--- src/rtl/acondicionador_entradas_pkg.sv ---
// Shared encodings and default timing for the board input conditioner.
package acondicionador_entradas_pkg;

   // Default timing at 100 MHz: 10 ms debounce, 0.5 s first repeat, 0.2 s repeat period
   localparam int unsigned DB_CYCLES_DEF     = 1_000_000;
   localparam int unsigned REPEAT_DELAY_DEF  = 50_000_000;
   localparam int unsigned REPEAT_PERIOD_DEF = 20_000_000;
   localparam int unsigned CNT_W_DEF         = 26;

   // Channel map of the conditioned input vector
   localparam int unsigned N_CH         = 8;
   localparam int unsigned N_UD         = 2;
   localparam int unsigned CH_ARRIBA    = 0;
   localparam int unsigned CH_ABAJO     = 1;
   localparam int unsigned CH_IZQ       = 2;
   localparam int unsigned CH_DER       = 3;
   localparam int unsigned CH_ESCRIBE   = 4;
   localparam int unsigned CH_CRONO     = 5;
   localparam int unsigned CH_CR_ACTIVO = 6;
   localparam int unsigned CH_RESET     = 7;

   typedef enum logic [1:0] {
      LIBRE       = 2'd0,
      M_ESCRIBE   = 2'd1,
      M_CRONO     = 2'd2,
      M_CR_ACTIVO = 2'd3
   } modo_e;

   // Debounced mode switches, msb-first in channel order
   typedef struct packed {
      logic reset;
      logic cr_activo;
      logic crono;
      logic escribe;
   } modo_sw_t;

   // Mode transition: enter only from LIBRE with exactly one mode switch and no reinit,
   // leave as soon as the own switch drops.
   function automatic modo_e modo_siguiente(input modo_e st, input modo_sw_t sw);
      modo_e nx;
      nx = LIBRE;
      case (st)
         LIBRE: begin
            if (!sw.reset) begin
               case ({sw.cr_activo, sw.crono, sw.escribe})
                  3'b001:  nx = M_ESCRIBE;
                  3'b010:  nx = M_CRONO;
                  3'b100:  nx = M_CR_ACTIVO;
                  default: nx = LIBRE;
               endcase
            end
         end
         M_ESCRIBE:   nx = sw.escribe   ? M_ESCRIBE   : LIBRE;
         M_CRONO:     nx = sw.crono     ? M_CRONO     : LIBRE;
         M_CR_ACTIVO: nx = sw.cr_activo ? M_CR_ACTIVO : LIBRE;
         default:     nx = LIBRE;
      endcase
      return nx;
   endfunction

endpackage

--- src/rtl/acondicionador_entradas_debounce_canal.sv ---
// One input channel: 2-FF synchroniser, debounce counter, stable level and rise flag.
module debounce_canal
   import acondicionador_entradas_pkg::*;
#(
   parameter int unsigned DB_CYCLES = DB_CYCLES_DEF,
   parameter int unsigned CNT_W     = CNT_W_DEF
) (
   input  logic clk,
   input  logic rst_n,
   input  logic pin_i,
   output logic stable_o,
   output logic rise_o
);

   logic             sync1_q, sync2_q;
   logic             stable_q, stable_d;
   logic             rise_q, rise_d;
   logic [CNT_W-1:0] cnt_q, cnt_d;

   // Accept the synchronised value only after DB_CYCLES consecutive differing cycles
   always_comb begin
      stable_d = stable_q;
      rise_d   = 1'b0;
      cnt_d    = '0;
      if (sync2_q != stable_q) begin
         if (cnt_q == CNT_W'(DB_CYCLES - 1)) begin
            stable_d = sync2_q;
            rise_d   = sync2_q;
         end else begin
            cnt_d = cnt_q + CNT_W'(1);
         end
      end
   end

   // Synchroniser and debounce state
   always_ff @(posedge clk or negedge rst_n) begin
      if (!rst_n) begin
         sync1_q  <= 1'b0;
         sync2_q  <= 1'b0;
         stable_q <= 1'b0;
         rise_q   <= 1'b0;
         cnt_q    <= '0;
      end else begin
         sync1_q  <= pin_i;
         sync2_q  <= sync1_q;
         stable_q <= stable_d;
         rise_q   <= rise_d;
         cnt_q    <= cnt_d;
      end
   end

   assign stable_o = stable_q;
   assign rise_o   = rise_q;

endmodule

--- src/rtl/acondicionador_entradas.sv ---
// Board input conditioner: debounced button pulses with up/down auto-repeat and exclusive mode levels.
module acondicionador_entradas
   import acondicionador_entradas_pkg::*;
#(
   parameter int unsigned DB_CYCLES     = DB_CYCLES_DEF,
   parameter int unsigned REPEAT_DELAY  = REPEAT_DELAY_DEF,
   parameter int unsigned REPEAT_PERIOD = REPEAT_PERIOD_DEF,
   parameter int unsigned CNT_W         = CNT_W_DEF
) (
   input  logic clk,
   input  logic reset,
   input  logic btn_arriba,
   input  logic btn_abajo,
   input  logic btn_izquierda,
   input  logic btn_derecha,
   input  logic sw_escribe,
   input  logic sw_crono,
   input  logic sw_cr_activo,
   input  logic sw_reset,
   output logic push_arriba,
   output logic push_abajo,
   output logic push_izquierda,
   output logic push_derecha,
   output logic escribe1,
   output logic crono1,
   output logic cr_activo1,
   output logic reset1
);

   logic [N_CH-1:0] pin_raw;
   logic [N_CH-1:0] stable;
   logic [N_CH-1:0] rise;

   assign pin_raw = {sw_reset, sw_cr_activo, sw_crono, sw_escribe,
                     btn_derecha, btn_izquierda, btn_abajo, btn_arriba};

   for (genvar g = 0; g < N_CH; g++) begin : g_canal
      debounce_canal #(
         .DB_CYCLES (DB_CYCLES),
         .CNT_W     (CNT_W)
      ) u_db (
         .clk      (clk),
         .rst_n    (reset),
         .pin_i    (pin_raw[g]),
         .stable_o (stable[g]),
         .rise_o   (rise[g])
      );
   end

   // Rise flags of the switches and levels of left/right are not needed downstream
   logic unused_canal;
   assign unused_canal = ^{rise[CH_RESET:CH_ESCRIBE], stable[CH_DER:CH_IZQ]};

   // ---------------- auto-repeat for up/down ----------------
   logic [N_UD-1:0][CNT_W-1:0] rep_cnt_q, rep_cnt_d;
   logic [N_UD-1:0]            rep_act_q, rep_act_d;
   logic [N_UD-1:0]            rep_first_q, rep_first_d;
   logic [N_UD-1:0]            ud_pulse_d;
   logic                       both_ud;

   // Press pulse, then first repeat after REPEAT_DELAY and every REPEAT_PERIOD while held alone
   always_comb begin
      both_ud     = stable[CH_ARRIBA] & stable[CH_ABAJO];
      rep_cnt_d   = rep_cnt_q;
      rep_act_d   = rep_act_q;
      rep_first_d = rep_first_q;
      ud_pulse_d  = '0;
      for (int i = 0; i < N_UD; i++) begin
         if (both_ud || !stable[i]) begin
            rep_cnt_d[i]   = '0;
            rep_act_d[i]   = 1'b0;
            rep_first_d[i] = 1'b1;
         end else if (rise[i]) begin
            rep_cnt_d[i]   = '0;
            rep_act_d[i]   = 1'b1;
            rep_first_d[i] = 1'b1;
            ud_pulse_d[i]  = 1'b1;
         end else if (rep_act_q[i]) begin
            if (rep_first_q[i] && rep_cnt_q[i] == CNT_W'(REPEAT_DELAY - 1)) begin
               rep_cnt_d[i]   = '0;
               rep_first_d[i] = 1'b0;
               ud_pulse_d[i]  = 1'b1;
            end else if (!rep_first_q[i] && rep_cnt_q[i] == CNT_W'(REPEAT_PERIOD - 1)) begin
               rep_cnt_d[i]  = '0;
               ud_pulse_d[i] = 1'b1;
            end else begin
               rep_cnt_d[i] = rep_cnt_q[i] + CNT_W'(1);
            end
         end else begin
            rep_cnt_d[i] = '0;
         end
      end
   end

   // ---------------- mode FSM ----------------
   modo_e    state_q, state_d;
   modo_sw_t sw_st;

   assign sw_st = modo_sw_t'(stable[CH_RESET:CH_ESCRIBE]);

   // Next mode from the debounced switches
   always_comb begin
      state_d = modo_siguiente(state_q, sw_st);
   end

   logic [3:0] push_q;
   logic       escribe1_q, crono1_q, cr_activo1_q, reset1_q;

   // State and all outputs registered together; reset1 only across a LIBRE->LIBRE step
   always_ff @(posedge clk or negedge reset) begin
      if (!reset) begin
         state_q      <= LIBRE;
         rep_cnt_q    <= '0;
         rep_act_q    <= '0;
         rep_first_q  <= '1;
         push_q       <= '0;
         escribe1_q   <= 1'b0;
         crono1_q     <= 1'b0;
         cr_activo1_q <= 1'b0;
         reset1_q     <= 1'b0;
      end else begin
         state_q      <= state_d;
         rep_cnt_q    <= rep_cnt_d;
         rep_act_q    <= rep_act_d;
         rep_first_q  <= rep_first_d;
         push_q       <= {rise[CH_DER], rise[CH_IZQ], ud_pulse_d};
         escribe1_q   <= (state_d == M_ESCRIBE);
         crono1_q     <= (state_d == M_CRONO);
         cr_activo1_q <= (state_d == M_CR_ACTIVO);
         reset1_q     <= sw_st.reset && (state_q == LIBRE) && (state_d == LIBRE);
      end
   end

   assign push_arriba    = push_q[0];
   assign push_abajo     = push_q[1];
   assign push_izquierda = push_q[2];
   assign push_derecha   = push_q[3];
   assign escribe1       = escribe1_q;
   assign crono1         = crono1_q;
   assign cr_activo1     = cr_activo1_q;
   assign reset1         = reset1_q;

endmodule

--- config.mk ---
export PLATFORM = sky130hd
export DESIGN_NAME = acondicionador_entradas
export DESIGN_NICKNAME = d
export VERILOG_FILES = /design/src/rtl/acondicionador_entradas_pkg.sv /design/src/rtl/acondicionador_entradas_debounce_canal.sv /design/src/rtl/acondicionador_entradas.sv
export SDC_FILE = /design/constraint.sdc
export NUM_CORES = 1
export LEC_CHECK = 0
export CAP_MARGIN = 20
export CORE_UTILIZATION = 60
export CTS_CLUSTER_SIZE = 16
export DETAILED_ROUTE_END_ITERATION = 12
export GPL_TIMING_DRIVEN = 0
export MAX_ROUTING_LAYER = met4
export PLACE_DENSITY = 0.84
export SYNTH_ARGS = -nofsm -noshare
export SYNTH_HDL_FRONTEND = slang
export SYNTH_SLANG_ARGS = --single-unit
--- constraint.sdc ---
create_clock -name clk -period 2.8 [get_ports clk]
set_input_delay 0.56 -clock clk [delete_from_list [all_inputs] [get_ports clk]]
set_output_delay 0.56 -clock clk [all_outputs]
set_load 0.01 [all_outputs]
==> results of run 1 <==
registers in the layout, summed over array words and instances (netlist names):
signal / count
cr_activo1: 1
g_canal.u_db.cnt_q: 208
rep_cnt_q: 52
state_q: 2
g_canal.u_db.rise_o: 4
g_canal.u_db.sync2_q: 8
reset1: 1
g_canal.u_db.stable_o: 8
push_q: 4
rep_act_q: 2
rep_first_q: 2
escribe1: 1
g_canal.u_db.sync1_q: 8
crono1: 1
stage by stage:
| step | setup WS, ns | hold WS, ns |
|---|---|---|
| after detailed placement | 0.250 | 0.335 |
| after global placement | -11.66 | 0.334 |
| after floorplan | 0.694 | 0.264 |
| after CTS | 0.229 | 0.349 |
| final | 0.162 | 0.346 |
| after global routing | 0.0104 | 0.353 |
Yosys cell counts (41+ instances only):
cell and number:
a21oi_1 84, clkbuf_1 48, dfrtp_1 300, inv_1 41, nand2_1 86, nand3_1 86
nand4_1 84, nor2_1 144, nor3_1 71, nor4_1 42, o21ai_0 47, o31ai_1 58
or3_1 52, or4_1 64, xnor2_1 75, xor2_1 67
repair_timing:
item / CTS / global route
hold buffers: 1 / 0
endpoints found under the hold margin: 51 / 0
endpoints found under the setup margin: 0 / 7
resized for setup: 0 / 1
cell type report:
cell class                 instances  area, sq um  area share
timing repair buffer              20          240      0.0143
tap                              324          405      0.0241
sequential                       302         7560       0.450
clock inverter                    12          115     0.00685
multi-input combinational       1134         7160       0.426
inverter                          41          154     0.00916
buffer                            62          270      0.0161
clock buffer                      44          895      0.0533
worst min-delay path by stage:
stage          slack [ns]                       to  cells after the start                     from
6_report             0.35  g_canal[2].u_db.sync2_q                      0  g_canal[2].u_db.sync1_q
5_1_grt              0.35  g_canal[3].u_db.sync2_q                      0  g_canal[3].u_db.sync1_q
4_1_cts              0.35  g_canal[3].u_db.sync2_q                      0  g_canal[3].u_db.sync1_q
3_5_place_dp         0.33  g_canal[3].u_db.sync2_q                      0  g_canal[3].u_db.sync1_q
3_3_place_gp         0.33  g_canal[1].u_db.sync2_q                      0  g_canal[1].u_db.sync1_q
2_1_floorplan        0.26               cr_activo1                      0                    reset
power by group through the flow:
stage	logic [W]	clock network, W	registers (W)
final	0.000231	0.00407	0.00444
after global routing	0.000266	0.00433	0.00445
after CTS	0.000238	0.00415	0.00444
after detailed placement	0.000235	0	0.00452
after global placement	0.000220	0	0.00453
after floorplan	0.0000962	0	0.00451
layout by cell type (no fill, tap or decap), types with 7 or more instances in the layout:
master	netlist	final
a211oi_1	18	18
a21oi_1	84	84
and3_1	13	13
and4_1	38	38
buf_2	7	7
clkbuf_1	48	54
clkbuf_16	0	31
clkbuf_8	0	7
clkdlybuf4s50_1	0	16
clkinv_2	0	8
dfrtp_1	300	300
ha_1	12	12
inv_1	41	41
mux2_2	10	10
nand2_1	86	86
nand3_1	86	86
nand4_1	84	84
nor2_1	144	144
nor3_1	71	71
nor3b_1	9	9
nor4_1	42	42
nor4b_1	15	15
o21ai_0	47	47
o31ai_1	58	57
or3_1	52	52
or4_1	64	64
xnor2_1	75	75
xor2_1	67	67
routing by layer:
metal,vias up,GRT usage
met3,54,0.0292
met1,6061,0.345
li1,5848,-
met4,0,0.0699
met2,270,0.410
met5,-,-
cells by family after synthesis:
kind of cell | Yosys count
flops | 302
compound gates | 225
mux | 15
xor+xnor | 142
fa+ha+maj | 12
buf+inv | 103
simple gates | 740
==> key figures, run 1 <==
Worst setup path
  • Crit-path leading delay family: compound AO/OA/AOI/OAI gates
  • Critical path depth: 5
  • Crit. End Element: flop
  • Crit path kind: flop to flop
  • Worst r2r path cells: 5
  • Buf+Inv Stages, Crit Path: 1
  • Critical path launch point: g_canal[0].u_db.cnt_q[13]
  • Slowest stage delay, CP: 0.84 ns
  • End point of the critical path: g_canal[0].u_db.cnt_q[20]
  • Crit-path max FO: 10
  • Crit Reg-Reg Startpoint: g_canal[0].u_db.cnt_q[13]
  • Slowest library cell on the worst path: o31ai_1
  • WP data required: 3.21 ns
  • Worst EP arrival: 3.05 ns
  • Reg2Reg Setup Slack: 0.16 ns
  • Crit path cell chain: nor4b_1, nand4_1, o31ai_1, clkbuf_1, a21oi_1
  • RR Endpoint: g_canal[0].u_db.cnt_q[20]
  • Setup crit start kind: flop

CTS
  • H-tree depth: 1
  • CTS clk-pin slew, worst paths: 0.06 ns
  • Inserted Clock Buffers: 31
  • CTS tree: built
  • Setup bufs post-CTS: 0
  • Root Driver: clkbuf_16
  • Clk buf depth: 3
  • Clock Latency Late Sink: 0.55 ns
  • CTS sink cnt: 302

STA
  • RSZ-0062 raised after global routing: false
  • Peak Freq: 0.379 GHz
  • Worst-Margin Slew: 0.998 ns
  • Slew headroom: 0.329
  • Fin. max-slew vios: 0
  • Final setup vio count: 0
  • Fin crit share: 0.942
  • Hold Vio Cnt, Final: 0
  • Fin Setup TNS: 0 ns
  • Clock period minus worst slack: 2.64 ns
  • Clock Skew: 0.0145 ns

Pwr
  • Total power: 0.00874 W
  • Reg power frac: 0.508
  • Clock share of power: 0.466
  • Comb pwr share: 0.026
  • Static Leakage: 6.35 nW
  • Switching Power: 0.00189 W
  • Pwr dens: 521 nW/um^2
  • VDD IR max: 0.471 mV
  • Switch share: 0.216
  • Int Pwr: 0.00686 W

Logic synthesis
  • Synth top area share: 0.496
  • Complex-gate fraction of the synthesized area: 0.0928
  • Area leader, netlist: dfrtp_1
  • Adder-cell share of the synthesized area: 0.00992
  • EDFF count, synth: 0
  • Xor-xnor portion of the synthesized cell area: 0.0822
  • FF+latch count, synth: 302
  • Mapped Area: 15100 sq um
  • Synthesized Nets: 1561
  • Ys async rst share: 1.00
  • Sequential element share of the synthesized area: 0.500
  • Synth Flop Type: dfrtp_1
  • Mux cell area share after synthesis: 0.0107
  • Syn avg cell area: 9.83 sq um
  • Largest cells by area after synthesis: dfrtp_1 (50%), xnor2_1 (4.3%), xor2_1 (3.9%), nor2_1 (3.6%), nand4_1 (3.5%)
  • Main combinational cell family by area after synthesis: simple AND/OR/NAND/NOR gates
  • Fraction of the mapped netlist area in simple logic gates: 0.277
  • Post-Syn Instances: 1539
  • Post-synth cell types: 53
  • Ys Warns: 0

Detailed routing
  • Drt initial violations: 900
  • WL/cell: 16.3 um
  • TritonRoute pass-1 iters: 5
  • Remaining DRCs: 0
  • Routed length on met2: 15300 um
  • Via count: 12200
  • Via/cell ratio: 6.31
  • Metal-1 WL: 14500 um
  • Antenna Nets Post-Route: 0
  • Final WL: 31700 um
  • Wire length on met3: 1220 um
  • Top sig layer: met4

Floorplanning
  • Total core area: 24500 sq um
  • Die Span X: 161 um
  • Starting Density: 0.617
  • IO Pins: 18
  • Rows: 57
  • Die area: 25900 sq um
  • Die Y: 161 um

GRT
  • Total GRT Usage: 0.255
  • GRT Residual Overflow: 0
  • Number of global-route vias before repair: 11800
  • Largest net degree at the start of global routing: 128
  • First-pass GRT wire length: 54400 um
  • Initial antenna violation count: 0

Min path
  • Min-delay worst type: flop to flop

Final layout
  • Final-stage net count: 1614
  • Layout area overhead: 11.0%
  • Filler cells: 1853
  • Layout Cells excl Fill: 1939
  • Final core area utilization: 0.685
  • Final instance area: 16800 sq um
  • Share of cells above drive strength 1: 0.0675
  • Diode count: 0

Run
  • Max Cap Viol: 0

Run status
  • Status: finished, final reports clean

Placement
  • Port Buffer Count: 17
  • Area post-placement: 15800 sq um
  • Final RePlAce weighted congestion: 0.873
  • HPWL Detailed: 20700 um
  • Placed instance count: 1882
No activity file was read; power rests on OpenSTA's default activity.
==> run 2, diff against run 1 <==
--- a/config.mk
+++ b/config.mk
@@ -14,4 +14,5 @@
 export PLACE_DENSITY = 0.84
 export SYNTH_ARGS = -nofsm -noshare
 export SYNTH_HDL_FRONTEND = slang
+export SYNTH_HIERARCHICAL = 1
 export SYNTH_SLANG_ARGS = --single-unit
==> key figures, run 2 <==
Final layout
  • Largest regs: g_canal.u_db/cnt_q: 208 flops, rep_cnt_q: 52 flops (was g_canal.u_db.cnt_q: 208 flops, rep_cnt_q: 52 flops)
  • Share of cells above drive strength 1: 0.0851 (was 0.0675)
  • Layout area overhead: 11.9% (was 11.0%)
  • Final instance area: 16900 sq um (was 16800 sq um)
  • Biggest register: g_canal.u_db/cnt_q (was g_canal.u_db.cnt_q)
  • Max reg flops: 208 (unchanged)
  • Diode count: 0 (unchanged)
  • Commonest non-fill, non-tap cell in the layout: dfrtp_1 (unchanged)
  • Most frequent cells in the layout: dfrtp_1 (300), nor2_1 (196), a21oi_1 (98), xnor2_1 (90), nand4_1 (86) (was dfrtp_1 (300), nor2_1 (144), nand2_1 (86), nand3_1 (86))
  • Final-stage net count: 1604 (was 1614)

GRT
  • Number of global-route vias before repair: 11600 (was 11800)
  • GR met3 Demand/Resource: 0.0310 (was 0.0292)
  • First-pass GRT wire length: 54400 um (about the same)
  • Initial antenna violation count: 0 (unchanged)
  • GR peak layer: met2 (unchanged)
  • GRT Residual Overflow: 0 (unchanged)
  • Met1 usage: 0.343 (was 0.345)
  • Largest net degree at the start of global routing: 120 (was 128)
  • GR Util met2: 0.414 (was 0.410)
  • Total GRT Usage: 0.258 (was 0.255)

Detailed routing
  • Via count: 12000 (was 12200)
  • TritonRoute pass-1 iters: 5 (unchanged)
  • Final WL: 31300 um (was 31700 um)
  • Antenna Nets Post-Route: 0 (unchanged)
  • WL/cell: 16.3 um (about the same)
  • Remaining DRCs: 0 (unchanged)
  • Via/cell ratio: 6.23 (was 6.31)
  • Drt initial violations: 1094 (was 900)

Logic synthesis
  • Synthesized Nets: 1549 (was 1561)
  • Mapped Area: 15100 sq um (about the same)
  • Post-Syn Instances: 1519 (was 1539)
  • Syn avg cell area: 9.93 sq um (was 9.83 sq um)
  • Ys Warns: 6 (was 0)

Worst setup path
  • Crit-path max FO: 10 (unchanged)
  • Crit path kind: flop to flop (unchanged)
  • Setup crit start kind: flop (unchanged)
  • Worst EP arrival: 2.71 ns (was 3.05 ns)
  • Critical path launch point: g_canal[4].u_db/cnt_q[23] (was g_canal[0].u_db.cnt_q[13])
  • WP data required: 3.17 ns (was 3.21 ns)
  • Reg2Reg Setup Slack: 0.46 ns (was 0.16 ns)
  • Crit. End Element: flop (unchanged)
  • Crit Reg-Reg Startpoint: g_canal[4].u_db/cnt_q[23] (was g_canal[0].u_db.cnt_q[13])

Pwr
  • Pwr dens: 546 nW/um^2 (was 521 nW/um^2)
  • Clock share of power: 0.492 (was 0.466)
  • VDD IR max: 0.451 mV (was 0.471 mV)
  • Comb pwr share: 0.026 (about the same)
  • Switch share: 0.208 (was 0.216)
  • Static Leakage: 6.86 nW (was 6.35 nW)
  • Switching Power: 0.00192 W (was 0.00189 W)
  • Reg power frac: 0.482 (was 0.508)
  • Int Pwr: 0.00730 W (was 0.00686 W)

STA
  • RSZ-0062 raised after global routing: false (unchanged)
  • Clock period minus worst slack: 2.34 ns (was 2.64 ns)
  • Fin. max-slew vios: 0 (unchanged)
  • Fin crit share: 0.836 (was 0.942)
  • Fin Setup TNS: 0 ns (unchanged)
  • Final setup vio count: 0 (unchanged)
  • Worst-Margin Slew: 0.764 ns (was 0.998 ns)
  • Hold Vio Cnt, Final: 0 (unchanged)
  • Peak Freq: 0.427 GHz (was 0.379 GHz)
  • Slew headroom: 0.491 (was 0.329)
  • Clock Skew: 0.00994 ns (was 0.0145 ns)

Floorplanning
  • Starting Density: 0.617 (about the same)
  • IO Pins: 18 (unchanged)
  • Die area: 25800 sq um (was 25900 sq um)
  • Rows: 57 (unchanged)
  • Total core area: 24500 sq um (about the same)
  • Die Y: 161 um (about the same)
  • Die Span X: 161 um (about the same)

Placement
  • Final RePlAce weighted congestion: 0.891 (was 0.873)
  • Area post-placement: 15700 sq um (was 15800 sq um)
  • HPWL Detailed: 20600 um (was 20700 um)
  • Port Buffer Count: 17 (unchanged)

CTS
  • Clock Latency Late Sink: 0.51 ns (was 0.55 ns)
  • H-tree depth: 2 (was 1)
  • Inserted Clock Buffers: 34 (was 31)
  • Post_cts resized: 0 (unchanged)
  • CTS clk-pin slew, worst paths: 0.06 ns (about the same)
  • Clk buf depth: 3 (unchanged)
  • CTS tree: built (unchanged)
  • CTS sink cnt: 302 (unchanged)
  • Setup bufs post-CTS: 0 (unchanged)
  • Root Driver: clkbuf_16 (unchanged)
  • CTS Hold Buffers Added: 0 (was 1)

Min path
  • Min-delay worst type: primary input to async pin (was flop to flop)

Run status
  • Status: finished, final reports clean (unchanged)

Run
  • Max Cap Viol: 0 (unchanged)
[run 2: path summary, 6_finish.rpt]
path,endpoint,depth (start not counted)
min in group clk,g_canal[6].u_db/sync2_q,0
hold reg to reg,g_canal[6].u_db/sync2_q,0
setup / recovery,g_canal[4].u_db/cnt_q[19],6
setup reg to reg,g_canal[4].u_db/cnt_q[19],6
max in group asynchronous,g_canal[3].u_db/cnt_q[2],2
hold / removal,g_canal[7].u_db/cnt_q[21],1
[run 2: area by class of cell]
| cell class | instances | area [sq um] |
|---|---|---|
| Fill cell | 1740 | 7580 |
| Tap cell | 324 | 405 |
| Timing Repair Buffer | 19 | 230 |
| Multi-Input combinational cell | 1137 | 7120 |
| Clock buffer | 55 | 1080 |
| Inverter | 40 | 150 |
| Buffer | 40 | 255 |
| Sequential cell | 302 | 7560 |
| Clock inverter | 5 | 80.1 |
[run 2: power groups by stage]
stage	Combinational [W]	Sequential, W	Clock, W
after global routing	0.000274	0.00445	0.00480
final	0.000237	0.00445	0.00453
after global placement	0.000224	0.00453	0
after detailed placement	0.000241	0.00453	0
after CTS	0.000245	0.00445	0.00461
after floorplan	0.000102	0.00452	0
[run 2: worst max-delay path, cell delays in order (launching register included)]
cell and delay, ns:
dfrtp_1 0.43, or4bb_1 0.52, nor4_1 0.48, a41o_1 0.24, buf_2 0.19, buf_2 0.26
a21oi_1 0.08
[run 2: routing by layer]
| layer | share of wire | up-vias |
|---|---|---|
| li1 | - | 5665 |
| met1 | 0.45 | 5901 |
| met2 | 0.49 | 342 |
| met3 | 0.042 | 71 |
| met4 | 0.022 | 0 |
| met5 | 0 | - |
[run 2: per-stage QoR]
step / std cells / worst slack, ns / total power [W] / hold slack [ns] / utilization
floorplan: 1519 / 0.936 / 0.00462 / 0.264 / -
global placement: 1860 / -11.46 / 0.00475 / 0.332 / 0.640
detailed placement: 1862 / 0.565 / 0.00477 / 0.337 / 0.643
CTS: 1922 / 0.533 / 0.00930 / 0.120 / 0.690
global route: 1922 / 0.332 / 0.00953 / 0.147 / 0.690
finish: 1922 / 0.459 / 0.00922 / 0.0993 / 0.690
==> run 3, diff against run 2 <==
==> constraint.sdc (replaced) <==
create_clock -name clk -period 2.2 [get_ports clk]
set_input_delay 0.44 -clock clk [delete_from_list [all_inputs] [get_ports clk]]
set_output_delay 0.44 -clock clk [all_outputs]
set_load 0.01 [all_outputs]
==> key figures, run 3 (synthesized netlist as in run 2, its figures left out) <==
STA
  • Final setup vio count: 0 (unchanged)
  • Final hold slack: 0.346 ns (was 0.0993 ns)
  • Slew headroom: 0.498 (was 0.491)
  • Hold Vio Cnt, Final: 0 (unchanged)
  • Fin. max-slew vios: 0 (unchanged)
  • Clock period minus worst slack: 2.13 ns (was 2.34 ns)
  • Worst-Margin Slew: 0.754 ns (was 0.764 ns)
  • Final WS setup: 0.0675 ns (was 0.459 ns)
  • Fin crit share: 0.969 (was 0.836)
  • Peak Freq: 0.469 GHz (was 0.427 GHz)
  • Clock Skew: 0.0111 ns (was 0.00994 ns)

Detailed routing
  • Final WL: 31400 um (was 31300 um)
  • Drt initial violations: 1217 (was 1094)
  • Via/cell ratio: 6.24 (was 6.23)
  • Remaining DRCs: 0 (unchanged)
  • TritonRoute pass-1 iters: 8 (was 5)
  • Antenna Nets Post-Route: 0 (unchanged)
  • WL/cell: 16.3 um (about the same)
  • Via count: 12000 (about the same)

Placement
  • Pre-CTS WS: -0.0347 ns (was 0.565 ns)
  • Port Buffer Count: 17 (unchanged)
  • HPWL Detailed: 20600 um (unchanged)
  • Final RePlAce weighted congestion: 0.891 (unchanged)

Pwr
  • Pwr dens: 690 nW/um^2 (was 546 nW/um^2)
  • Static Leakage: 6.88 nW (was 6.86 nW)
  • VDD IR max: 0.583 mV (was 0.451 mV)

Final layout
  • Layout area overhead: 12.9% (was 11.9%)
  • Diode count: 0 (unchanged)
  • Commonest non-fill, non-tap cell in the layout: dfrtp_1 (unchanged)
  • Most frequent cells in the layout: dfrtp_1 (300), nor2_1 (196), a21oi_1 (98), xnor2_1 (90), nand4_1 (86) (unchanged)
  • Final-stage net count: 1607 (was 1604)
  • Final core area utilization: 0.696 (was 0.690)
  • Share of cells above drive strength 1: 0.0924 (was 0.0851)
  • Max reg flops: 208 (unchanged)
  • Largest regs: g_canal.u_db/cnt_q: 208 flops, rep_cnt_q: 52 flops (unchanged)
  • Biggest register: g_canal.u_db/cnt_q (unchanged)

Run
  • Max Cap Viol: 0 (unchanged)

Worst setup path
  • Crit-path max FO: 10 (unchanged)
  • Crit path kind: flop to flop (unchanged)
  • Reg2Reg Setup Slack: 0.07 ns (was 0.46 ns)
  • Crit Reg-Reg Startpoint: g_canal[0].u_db/cnt_q[23] (was g_canal[4].u_db/cnt_q[23])
  • WP data required: 2.58 ns (was 3.17 ns)
  • Worst EP arrival: 2.51 ns (was 2.71 ns)
  • RR Endpoint: g_canal[0].u_db/cnt_q[20] (was g_canal[4].u_db/cnt_q[19])
  • Worst r2r path cells: 6 (unchanged)
  • Setup crit start kind: flop (unchanged)
  • Crit. End Element: flop (unchanged)

Floorplanning
  • Die area: 25800 sq um (unchanged)
  • Starting Density: 0.617 (unchanged)
  • Rows: 57 (unchanged)
  • Total core area: 24500 sq um (unchanged)
  • Die Y: 161 um (unchanged)
  • IO Pins: 18 (unchanged)
  • Die Span X: 161 um (unchanged)

GRT
  • GRT Residual Overflow: 0 (unchanged)
  • GR peak layer: met2 (unchanged)
  • GR Util met2: 0.417 (was 0.414)
  • First-pass GRT wire length: 54600 um (was 54400 um)
  • Largest net degree at the start of global routing: 120 (unchanged)
  • Met1 usage: 0.343 (about the same)
  • Initial antenna violation count: 0 (unchanged)
  • Number of global-route vias before repair: 11700 (was 11600)
  • GR met3 Demand/Resource: 0.0307 (was 0.0310)
  • Total GRT Usage: 0.259 (was 0.258)

Min path
  • Hold Path Cell Cnt: 0
  • Hold path start: g_canal[6].u_db/sync1_q
  • Endpoint, Worst Hold: g_canal[6].u_db/sync2_q
  • Min-delay worst type: flop to flop (was primary input to async pin)

CTS
  • Root Driver: clkbuf_16 (unchanged)
  • CTS sink cnt: 302 (unchanged)
  • Inserted Clock Buffers: 34 (unchanged)
  • CTS tree: built (unchanged)
  • H-tree depth: 2 (unchanged)
  • Clk buf depth: 3 (unchanged)
  • CTS clk-pin slew, worst paths: 0.06 ns (about the same)
  • Clock Latency Late Sink: 0.51 ns (about the same)

Run status
  • Status: finished, final reports clean (unchanged)
run 3: cell count changes in the layout (fill, tap and decap cells not counted), sizes merged:
cell and delta:
clkbuf +10, buf -8, dlygate4sd3 +1
run 3: what timing repair did:
action                                  in CTS  in global routing
endpoints found under the setup margin      48                174
setup buffers                                0                  2
pin swaps                                    0                  2
hold endpoints to repair                     1                  0
hold buffers                                 1                  0
gates cloned                                 0                  0
resized for setup                            4                 27
run 3: layout make-up:
cell class | instances | area (sq um)
well taps | 324 | 405
repair buffers | 22 | 255
flip-flops and latches | 302 | 7560
inverters | 40 | 150
clock inverters | 5 | 80.1
multi-input cells | 1137 | 7210
fillers | 1717 | 7430
plain buffers | 40 | 290
clock buffers | 55 | 1080
run 3: routing by layer:
layer	share of wire	vias to the layer above	routed length (um)
li1	-	5669	-
met1	0.45	5930	14000
met2	0.49	350	15300
met3	0.041	70	1290
met4	0.022	0	694
met5	0	-	0
run 3: how the worst max path moves through the flow:
| stage | start | endpoint | slack, ns |
|---|---|---|---|
| after floorplan | g_canal[0].u_db/cnt_q[23] | g_canal[0].u_db/cnt_q[10] | 0.34 |
| after global placement | reset | g_canal[3].u_db/cnt_q[10] | -11.94 |
| after detailed placement | g_canal[1].u_db/cnt_q[23] | g_canal[1].u_db/cnt_q[3] | -0.03 |
| after CTS | g_canal[7].u_db/cnt_q[23] | g_canal[7].u_db/cnt_q[2] | 0.004 |
| after global routing | rep_cnt_q[26] | rep_cnt_q[44] | -0.02 |
| final | g_canal[0].u_db/cnt_q[23] | g_canal[0].u_db/cnt_q[20] | 0.07 |
run 3: metrics by stage:
| stage | area (sq um) | power, W | setup TNS, ns | cells |
|---|---|---|---|---|
| finish | 17000 | 0.0117 | 0 | 1925 |
| CTS | 16900 | 0.0118 | 0 | 1923 |
| global route | 17000 | 0.0121 | -0.0890 | 1925 |
| floorplan | 15100 | 0.00588 | 0 | 1519 |
| detailed placement | 15700 | 0.00607 | -0.483 | 1862 |
| global placement | 15700 | 0.00605 | -3590.67 | 1860 |
run 3: report_power, final:
group / internal (W) / total [W] / leakage [nW] / switching, W
Combinational: 0.0000956 / 0.000309 / 2.16 / 0.000214
Clock: 0.00360 / 0.00578 / 0.564 / 0.00218
Sequential: 0.00561 / 0.00566 / 4.16 / 0.0000534
Total: 0.00930 / 0.0117 / 6.88 / 0.00245
run 3: worst max-delay path, cell delays in order, from the launching register on:
cell,delay (ns)
dfrtp_1,0.44
or4bb_1,0.54
nor4_2,0.29
a41o_1,0.21
buf_2,0.19
buf_2,0.26
a21oi_1,0.08
